--- src/rtl/write_port_arbiter_if.sv ---
// Signal bundle between write_port_arbiter, its ingress ports, the free-space manager,
// the SRAM write side and the descriptor consumer.
interface write_port_arbiter_if #(
    parameter int num_of_ports       = 16,
    parameter int port_width         = 4,
    parameter int arbiter_data_width = 64,
    parameter int address_width      = 17,
    parameter int len_width          = 7
);
    logic [num_of_ports-1:0]                    req;
    logic [num_of_ports-1:0]                    wr_vld;
    logic [num_of_ports-1:0]                    wr_eop;
    logic [num_of_ports*arbiter_data_width-1:0] wr_data;
    logic [num_of_ports-1:0]                    grant;

    logic                                       addr_request;
    logic                                       addr_valid;
    logic [address_width-1:0]                   free_address;

    logic                                       wea;
    logic [address_width-1:0]                   addra;
    logic [arbiter_data_width-1:0]              dina;

    logic                                       pkt_done;
    logic [port_width-1:0]                      pkt_port;
    logic [address_width-1:0]                   pkt_head;
    logic [len_width-1:0]                       pkt_len;
    logic                                       pkt_trunc;

    // Environment side: ingress ports, address manager, SRAM and descriptor sink
    modport master (
        output req, wr_vld, wr_eop, wr_data, addr_valid, free_address,
        input  grant, addr_request, wea, addra, dina,
        input  pkt_done, pkt_port, pkt_head, pkt_len, pkt_trunc
    );

    // Arbiter side
    modport slave (
        input  req, wr_vld, wr_eop, wr_data, addr_valid, free_address,
        output grant, addr_request, wea, addra, dina,
        output pkt_done, pkt_port, pkt_head, pkt_len, pkt_trunc
    );
endinterface

--- src/rtl/write_port_arbiter.sv ---
// Round-robin owner of the single SRAM write port: grants one ingress port per packet,
// streams its beats to consecutive addresses from a manager-supplied base, then reports a descriptor.
module write_port_arbiter #(
    parameter int num_of_ports       = 16,
    parameter int port_width         = 4,
    parameter int arbiter_data_width = 64,
    parameter int address_width      = 17,
    parameter int max_beats          = 64,
    parameter int len_width          = 7
) (
    input  logic                 clk,
    input  logic                 rst,
    write_port_arbiter_if.slave  bus
);

    typedef enum logic [2:0] {
        IDLE,
        ALLOC,
        XFER,
        DRAIN,
        DONE
    } state_t;

    state_t                        state;
    logic [port_width-1:0]         rr_ptr;
    logic [port_width-1:0]         sel;
    logic [address_width-1:0]      base;
    logic [len_width-1:0]          beat_cnt;
    logic                          trunc;

    logic [port_width-1:0]         next_sel;
    logic [port_width-1:0]         scan_idx;
    logic                          scan_found;
    logic                          sel_vld;
    logic                          sel_eop;
    logic [arbiter_data_width-1:0] sel_data;
    logic                          last_stored_beat;

    // Scan rr_ptr+1, rr_ptr+2, ... wrapping, so the most recently served port comes last
    always_comb begin
        next_sel   = rr_ptr;
        scan_idx   = '0;
        scan_found = 1'b0;
        for (int k = 1; k <= num_of_ports; k++) begin
            scan_idx = rr_ptr + port_width'(k);
            if (!scan_found && bus.req[scan_idx]) begin
                next_sel   = scan_idx;
                scan_found = 1'b1;
            end
        end
    end

    assign sel_vld          = bus.wr_vld[sel];
    assign sel_eop          = bus.wr_eop[sel];
    assign sel_data         = bus.wr_data[sel*arbiter_data_width +: arbiter_data_width];
    assign last_stored_beat = (beat_cnt == len_width'(max_beats - 1));

    always_ff @(posedge clk or posedge rst) begin
        if (rst) begin
            state            <= IDLE;
            rr_ptr           <= port_width'(num_of_ports - 1);
            sel              <= '0;
            base             <= '0;
            beat_cnt         <= '0;
            trunc            <= 1'b0;
            bus.grant        <= '0;
            bus.addr_request <= 1'b0;
            bus.wea          <= 1'b0;
            bus.addra        <= '0;
            bus.dina         <= '0;
            bus.pkt_done     <= 1'b0;
            bus.pkt_port     <= '0;
            bus.pkt_head     <= '0;
            bus.pkt_len      <= '0;
            bus.pkt_trunc    <= 1'b0;
        end else begin
            bus.wea      <= 1'b0;
            bus.pkt_done <= 1'b0;

            case (state)
                IDLE: begin
                    if (|bus.req) begin
                        sel              <= next_sel;
                        bus.addr_request <= 1'b1;
                        state            <= ALLOC;
                    end
                end

                ALLOC: begin
                    if (bus.addr_valid) begin
                        base             <= bus.free_address;
                        beat_cnt         <= '0;
                        bus.addr_request <= 1'b0;
                        bus.grant        <= {{(num_of_ports-1){1'b0}}, 1'b1} << sel;
                        state            <= XFER;
                    end
                end

                // addra wraps silently; keeping the region contiguous is the manager's job
                XFER: begin
                    if (sel_vld) begin
                        bus.wea   <= 1'b1;
                        bus.addra <= base + address_width'(beat_cnt);
                        bus.dina  <= sel_data;
                        beat_cnt  <= beat_cnt + 1'b1;
                        if (sel_eop) begin
                            bus.grant     <= '0;
                            bus.pkt_done  <= 1'b1;
                            bus.pkt_port  <= sel;
                            bus.pkt_head  <= base;
                            bus.pkt_len   <= beat_cnt + 1'b1;
                            bus.pkt_trunc <= trunc;
                            state         <= DONE;
                        end else if (last_stored_beat) begin
                            trunc <= 1'b1;
                            state <= DRAIN;
                        end
                    end
                end

                // Port keeps its grant so the oversized tail is consumed and discarded
                DRAIN: begin
                    if (sel_vld && sel_eop) begin
                        bus.grant     <= '0;
                        bus.pkt_done  <= 1'b1;
                        bus.pkt_port  <= sel;
                        bus.pkt_head  <= base;
                        bus.pkt_len   <= beat_cnt;
                        bus.pkt_trunc <= trunc;
                        state         <= DONE;
                    end
                end

                DONE: begin
                    rr_ptr <= sel;
                    trunc  <= 1'b0;
                    state  <= IDLE;
                end

                default: state <= IDLE;
            endcase
        end
    end

endmodule

--- src/flat_wrapper.sv ---
// flat-port wrapper written by rule: the top's interface ports become plain ports
module write_port_arbiter_flat 
#(
    parameter int num_of_ports       = 16,
    parameter int port_width         = 4,
    parameter int arbiter_data_width = 64,
    parameter int address_width      = 17,
    parameter int max_beats          = 64,
    parameter int len_width          = 7
)
  (clk, rst, bus_req, bus_wr_vld, bus_wr_eop, bus_wr_data, bus_addr_valid, bus_free_address, bus_grant, bus_addr_request, bus_wea, bus_addra, bus_dina, bus_pkt_done, bus_pkt_port, bus_pkt_head, bus_pkt_len, bus_pkt_trunc);
  write_port_arbiter_if #(.num_of_ports(num_of_ports), .port_width(port_width), .arbiter_data_width(arbiter_data_width), .address_width(address_width), .len_width(len_width)) bus_i ();
  input  logic clk;
  input  logic rst;
  input wire logic [$bits(bus_i.req)-1:0] bus_req;
  input wire logic [$bits(bus_i.wr_vld)-1:0] bus_wr_vld;
  input wire logic [$bits(bus_i.wr_eop)-1:0] bus_wr_eop;
  input wire logic [$bits(bus_i.wr_data)-1:0] bus_wr_data;
  input wire logic [$bits(bus_i.addr_valid)-1:0] bus_addr_valid;
  input wire logic [$bits(bus_i.free_address)-1:0] bus_free_address;
  output wire logic [$bits(bus_i.grant)-1:0] bus_grant;
  output wire logic [$bits(bus_i.addr_request)-1:0] bus_addr_request;
  output wire logic [$bits(bus_i.wea)-1:0] bus_wea;
  output wire logic [$bits(bus_i.addra)-1:0] bus_addra;
  output wire logic [$bits(bus_i.dina)-1:0] bus_dina;
  output wire logic [$bits(bus_i.pkt_done)-1:0] bus_pkt_done;
  output wire logic [$bits(bus_i.pkt_port)-1:0] bus_pkt_port;
  output wire logic [$bits(bus_i.pkt_head)-1:0] bus_pkt_head;
  output wire logic [$bits(bus_i.pkt_len)-1:0] bus_pkt_len;
  output wire logic [$bits(bus_i.pkt_trunc)-1:0] bus_pkt_trunc;
  assign bus_i.req = bus_req;
  assign bus_i.wr_vld = bus_wr_vld;
  assign bus_i.wr_eop = bus_wr_eop;
  assign bus_i.wr_data = bus_wr_data;
  assign bus_i.addr_valid = bus_addr_valid;
  assign bus_i.free_address = bus_free_address;
  assign bus_grant = bus_i.grant;
  assign bus_addr_request = bus_i.addr_request;
  assign bus_wea = bus_i.wea;
  assign bus_addra = bus_i.addra;
  assign bus_dina = bus_i.dina;
  assign bus_pkt_done = bus_i.pkt_done;
  assign bus_pkt_port = bus_i.pkt_port;
  assign bus_pkt_head = bus_i.pkt_head;
  assign bus_pkt_len = bus_i.pkt_len;
  assign bus_pkt_trunc = bus_i.pkt_trunc;
  write_port_arbiter #(.num_of_ports(num_of_ports), .port_width(port_width), .arbiter_data_width(arbiter_data_width), .address_width(address_width), .max_beats(max_beats), .len_width(len_width)) u_core (.clk(clk), .rst(rst), .bus(bus_i));
endmodule
--- config.mk ---
export PLATFORM = sky130hd
export DESIGN_NAME = write_port_arbiter_flat
export DESIGN_NICKNAME = d
export VERILOG_FILES = /design/src/rtl/write_port_arbiter_if.sv /design/src/rtl/write_port_arbiter.sv /design/src/flat_wrapper.sv
export SDC_FILE = /design/constraint.sdc
export NUM_CORES = 1
export LEC_CHECK = 0
export BUFFER_PORTS_ARGS = -buffer_cell sky130_fd_sc_hd__buf_2
export CORE_AREA = 2 2 469 471
export DETAILED_ROUTE_END_ITERATION = 6
export DIE_AREA = 0 0 471 473
export PLACE_DENSITY_LB_ADDON = 0.1
export SLEW_MARGIN = 25
export SYNTH_ARGS = -nofsm -noshare
export SYNTH_HDL_FRONTEND = slang
export SYNTH_SLANG_ARGS = --single-unit
--- constraint.sdc ---
create_clock -name clk -period 10.5 [get_ports clk]
set_input_delay 0.525 -clock clk [delete_from_list [all_inputs] [get_ports clk]]
set_output_delay 0.525 -clock clk [all_outputs]
set_load 0.02 [all_outputs]
# Word-level counts from Yosys, hierarchy flattened
# Cells that the tools add are included.
[word_totals]
reg_bits = 165
latchBits = 0
ramBits = 0
rom_bits = 0
in_bits = 1092
output_inout_bits = 129
elab_cells = 223
mem_count = 0
[classes]
n_addsub = 17
mul = 0
div_mod_pow = 0
n_lt_le_gt_ge = 17
eq_ne = 13
shifts = 2
mux = 111
bitwise = 0
n_reduce_logical = 47
[ops]
columns = ["operator", "count"]
rows = [
  ["indexed part select 1024 x 11 -> 64 bit", 1],
  ["less-than comparator 4 x 5 -> 1 bit (second input constant)", 17],
  ["two-way mux 4 bit", 19],
  ["binary-select mux 1 bit (select 4 bit)", 18],
  ["two-way mux 16 bit", 4],
  ["two-way mux 17 bit", 3],
  ["case mux 16 bit (3 select lines)", 1],
  ["two-way mux 1 bit", 46],
  ["two-way mux 7 bit", 5],
  ["case mux 17 bit (2 select lines)", 1],
  ["adder 4 bit (second input constant)", 8],
  ["case mux 7 bit (2 select lines)", 2],
  ["two-way mux 3 bit", 6],
  ["adder 17 x 7 -> 17 bit", 1],
  ["adder 4 x 3 -> 4 bit (second input constant)", 4],
  ["logical AND 1 bit", 16],
  ["OR reduction 16 bit", 1],
  ["<< shifter 1 x 4 -> 16 bit (first input constant)", 1],
  ["logical NOT 1 bit", 15],
  ["case mux 3 bit (4 select lines)", 1],
  ["inequality test 2 x 1 -> 1 bit (second input constant)", 5],
  ["AND reduction 5 bit", 2],
  ["adder 4 x 2 -> 4 bit (second input constant)", 2],
  ["case mux 1 bit (2 select lines)", 4],
  ["15 further kinds", 24],
]

# Logic depth before layout (Yosys ltp)
[logic_depth]
word_depth = 49
ltp_mapped = 16
depth_no_buf = 11

# Worst setup path before layout
# OpenSTA, ideal clock, no wires.
[synth_path]
path_type = "register -> register"
start = "reg u_core.rr_ptr[1]"
end = "reg u_core.sel[3]"
setup_time_ps = 134
t_arrival_ps = 4490
required_ps = 10366
setup_slack_ps = 5876
path_stages_with_launch = 15
n_path_buf = 5
synth_period_minus_slack_ps = 4624
path_cell_list = "dfstp_2 buf_2 buf_2 buf_2 inv_1 ha_1 buf_2 clkbuf_1 mux4_2 mux4_2 or3_4 or4_4 a2111oi_4 a211o_1 a21oi_1"
[synth_between]
elab_chain_len = 49
word_cells_on_any_way = 108
classes_between = "15 x add/sub; 63 x mux; 30 x reduce/logical"
[synth_rtl]
columns = ["element", "line_no", "rtl"]
rows = [
  ["start, declared", "write_port_arbiter.sv:25", "logic [port_width-1:0] rr_ptr;"],
  ["start signal, assigned", "write_port_arbiter.sv:61", "rr_ptr <= port_width'(num_of_ports - 1);"],
  ["start signal, assigned", "write_port_arbiter.sv:135", "rr_ptr <= sel;"],
  ["adder 4 x 1 -> 4 bit", "write_port_arbiter.sv:45", "scan_idx = rr_ptr + port_width'(k);"],
  ["binary-select mux 1 bit (select 4 bit)", "write_port_arbiter.sv:46", "if (!scan_found && bus.req[scan_idx]) begin"],
  ["two-way mux 1 bit (not written as such)", "write_port_arbiter.sv:46", ""],
  ["two-way mux 1 bit", "write_port_arbiter.sv:46", ""],
  ["logical NOT 1 bit", "write_port_arbiter.sv:46", ""],
  ["logical AND 1 bit", "write_port_arbiter.sv:46", ""],
  ["two-way mux 1 bit", "write_port_arbiter.sv:46", ""],
  ["logical NOT 1 bit", "write_port_arbiter.sv:46", ""],
  ["[... 33 more ...]", "-", ""],
  ["logical AND 1 bit", "write_port_arbiter.sv:46", ""],
  ["two-way mux 1 bit", "write_port_arbiter.sv:46", ""],
  ["logical NOT 1 bit", "write_port_arbiter.sv:46", ""],
  ["logical AND 1 bit", "write_port_arbiter.sv:46", ""],
  ["two-way mux 1 bit", "write_port_arbiter.sv:46", ""],
  ["logical NOT 1 bit", "write_port_arbiter.sv:46", ""],
  ["logical AND 1 bit", "write_port_arbiter.sv:46", ""],
  ["two-way mux 4 bit *", "write_port_arbiter.sv:46", ""],
  ["end signal, assigned", "write_port_arbiter.sv:83", "sel <= next_sel;"],
  ["end, declared", "write_port_arbiter.sv:26", "logic [port_width-1:0] sel;"],
]
# Mark *: on every way between the ends. The rest lies on a longest branch, timed or not. The select of a mux whose other input is x is not followed.
# A chain may end at the register's enable or synchronous reset.

# Worst setup path in the final report
[layout_path]
start = "reg u_core.rr_ptr[0]"
end = "reg u_core.sel[3]"
# The elaborated chain is that of the path after synthesis.

==> results.json <==
{
  "status": "finished clean",
  "finalCritPeriodShare": 0.516,
  "power_leakage_nw": 11.3,
  "dieArea_sq_mm": 0.223,
  "grt_start_max_net_pins": 97,
  "dp_hpwl_um": 163000,
  "antenna_left": 0,
  "skew_ns": 0.0301,
  "htreeDepth": 4,
  "die_w_um": 471,
  "min_path_cells": 2,
  "fill_cells": 25100,
  "syn_area_sq_mm": 0.0169,
  "power_density_mw_per_mm2": 283,
  "rsz0062_at_grt": "no",
  "port_buffers": 1220,
  "grt_pass1_wl_um": 228000,
  "synth_async_sr_flop_share": 1.00,
  "synth_edf_count": 0,
  "grt_pass1_vias": 19300,
  "num_vias": 18800,
  "cts_resized": 0,
  "clock_tree.buffer_depth": 2,
  "min_period_ns": 5.42,
  "final_common_cell": "buf_2",
  "worstMarginPinSlew_ns": 1.01,
  "ys_seq_area_frac": 0.245,
  "postLayoutCellArea_sq_mm": 0.0273,
  "crit_arrival_ns": 5.85,
  "place_area_sq_mm": 0.0264,
  "max-slew-margin-rel": 0.328,
  "multiInputGateArea_sq_mm": 0.0122,
  "wl_um": 185000,
  "synthesis.yosys.warnings": 0,
  "fin_setup_tns_ns": 0,
  "drt_iter0_markers": 1300,
  "ff_latch_area_sq_mm": 0.00415,
  "ioPinCount": 1221,
  "path_class": "flip-flop to flip-flop",
  "core_area_sq_mm": 0.218,
  "drc": 0,
  "fmax_mhz": 185,
  "clk_pin_slew_worst_paths_ns": 0.10,
  "detail_route.first_pass.iterations": 5,
  "clock_latency_ns": 0.58,
  "post-cts-setup-buffer-count": 0,
  "clock-root-buffer": "clkbuf_16",
  "cts_tree": "yes",
  "die_height_um": 473,
  "hold_violations": 0,
  "yosys.area.top_type": "mux4_2",
  "grt_use_total": 0.161,
  "synth_area_leaders": "mux4_2, dfrtp_1, mux2_2",
  "required_ns": 10.93,
  "start_util": 0.0774,
  "nNetsFinal": 3505,
  "mostFrequentLayoutCells": "buf_2, mux4_2, dfrtp_1, nand2_1, mux2_2",
  "postCtsHoldBufs": 1,
  "routedWlPerCell_um": 34.5,
  "avgSynthCellArea_sq_um": 13.6,
  "grt_overflow": 0,
  "routabilityCongestion": 0.875,
  "drt-vias-per-instance": 3.51,
  "cts_buffers": 17,
  "num_rows": 172,
  "netlist_instances": 1243,
  "ys.flop_type": "dfrtp_1",
  "yosys.area.top_type_share": 0.476,
  "critPathLaunchType": "flip-flop",
  "ys_types": 79,
  "end_kind": "flip-flop",
  "setup_viol": 0,
  "antenna_found_initial": 243,
  "cts_num_sinks": 165,
  "synth_nets": 2352,
  "maxCapViolations": 0,
  "area_delta_synth_final_pct": 61.4,
  "vdd_drop_max_uv": 103,
  "hold_class": "input port to flip-flop",
  "path_max_fanout": 26,
  "ff2ff_path_depth": 10,
  "ys_seq_elements": 165,
  "drive_above_1_share": 0.733,
  "slew_viol_final": 0
}
[Yosys cell counts (3+ instances only)]
cell type	instances
o211ai_1	3
nor4_1	6
nand3_1	11
mux2_2	97
o31ai_1	19
o41ai_1	7
xnor2_1	15
buf_2	13
o22ai_1	3
nand2b_1	6
inv_1	23
and3_1	5
o2111ai_1	6
ha_1	16
a21o_1	7
nand4_1	3
a21oi_1	16
nor3_1	6
a211oi_1	8
a21boi_0	3
and2_1	6
mux4_2	357
nand2_1	134
dfrtp_1	161
mux2i_1	33
a2111oi_0	4
a311o_1	3
nor2_1	27
or3_1	4
a22o_1	3
a31oi_1	7
xor2_1	11
dfstp_2	4
nor2b_1	5
buf_1	27
clkbuf_1	77
o21ai_0	58
[metrics by stage]
stage	hold slack [ns]	total power [mW]	cells	util	worst slack, ns
2_1_floorplan	0.440	4.84	1243	-	5.52
3_3_place_gp	0.457	7.17	5245	0.121	5.04
3_5_place_dp	0.462	7.09	5245	0.121	5.03
4_1_cts	0.112	7.94	5278	0.124	5.01
5_1_grt	0.131	8.25	5297	0.124	4.68
6_report	0.192	7.72	5355	0.125	5.08
[power by group]
group	switching (mW)	internal (mW)	leakage [nW]	total [mW]
Sequential	0.321	0.935	2.04	1.26
Clock	0.420	0.351	0.302	0.770
Combinational	3.21	2.49	8.92	5.70
[flip-flops by register name, summed over array words and instances, names as in the netlist]
| signal | count |
|---|---|
| u_core.bus.wea | 1 |
| u_core.bus.pkt_head | 17 |
| u_core.bus.dina | 64 |
| u_core.bus.addra | 17 |
| u_core.trunc | 1 |
| u_core.beat_cnt | 7 |
| u_core.bus.pkt_trunc | 1 |
| u_core.base | 17 |
| u_core.rr_ptr | 4 |
| u_core.bus.pkt_done | 1 |
| u_core.state | 3 |
| u_core.bus.grant | 16 |
| u_core.bus.addr_request | 1 |
| u_core.sel | 4 |
| u_core.bus.pkt_len | 7 |
| u_core.bus.pkt_port | 4 |
[cells by family after synthesis]
kind of cell / count (synthesis) / share of synthesized area
buffers and inverters: 146 / 0.0345
and+or+nand+nor: 224 / 0.0594
AOI/OAI and AO/OA: 176 / 0.0725
adders and majority gates: 17 / 0.0130
muxes: 487 / 0.560
DFF: 165 / 0.245
xor gates and xnor gates: 28 / 0.0154
[worst max-delay path: stages, from the launching register on]
cell and delay, ns:
dfstp_2 1.01, inv_2 0.27, ha_1 0.92, mux2i_1 0.29
mux4_2 0.57, mux2i_1 0.60, nand2b_1 0.47, nor3_1 0.21
a32o_1 0.31, a2111oi_0 0.49, a21oi_1 0.13
[path summary, 6_finish.rpt]
kind / to / slack, ns / startpoint
worst min register to register: u_core.bus.grant[12] / 0.48 / u_core.bus.grant[12]
worst max-delay path: u_core.sel[3] / 5.08 / u_core.rr_ptr[0]
max in group asynchronous: u_core.bus.dina[25] / 8.13 / rst
worst min-delay path: u_core.base[10] / 0.19 / bus_free_address[10]
min in group asynchronous: u_core.bus.pkt_head[13] / 0.53 / rst
worst max register to register: u_core.sel[3] / 5.08 / u_core.rr_ptr[0]
[cell type report]
cell class	count	share of cell area
multi-input combinational	932	0.447
timing repair buffer	1253	0.235
sequential	165	0.152
tap	2871	0.132
clock buffer	18	0.0161
antenna	75	0.00689
clock inverter	14	0.00680
inverter	27	0.00418
[per-layer routing]
metal	up-vias	track usage	routed length, um
met1	9566	0.184	70800
met2	1114	0.267	88200
met3	366	0.0802	21000
met4	106	0.0349	4110
li1	7620	-	-
met5	-	0	632
Note: power is estimated with default switching activity, not from simulation.
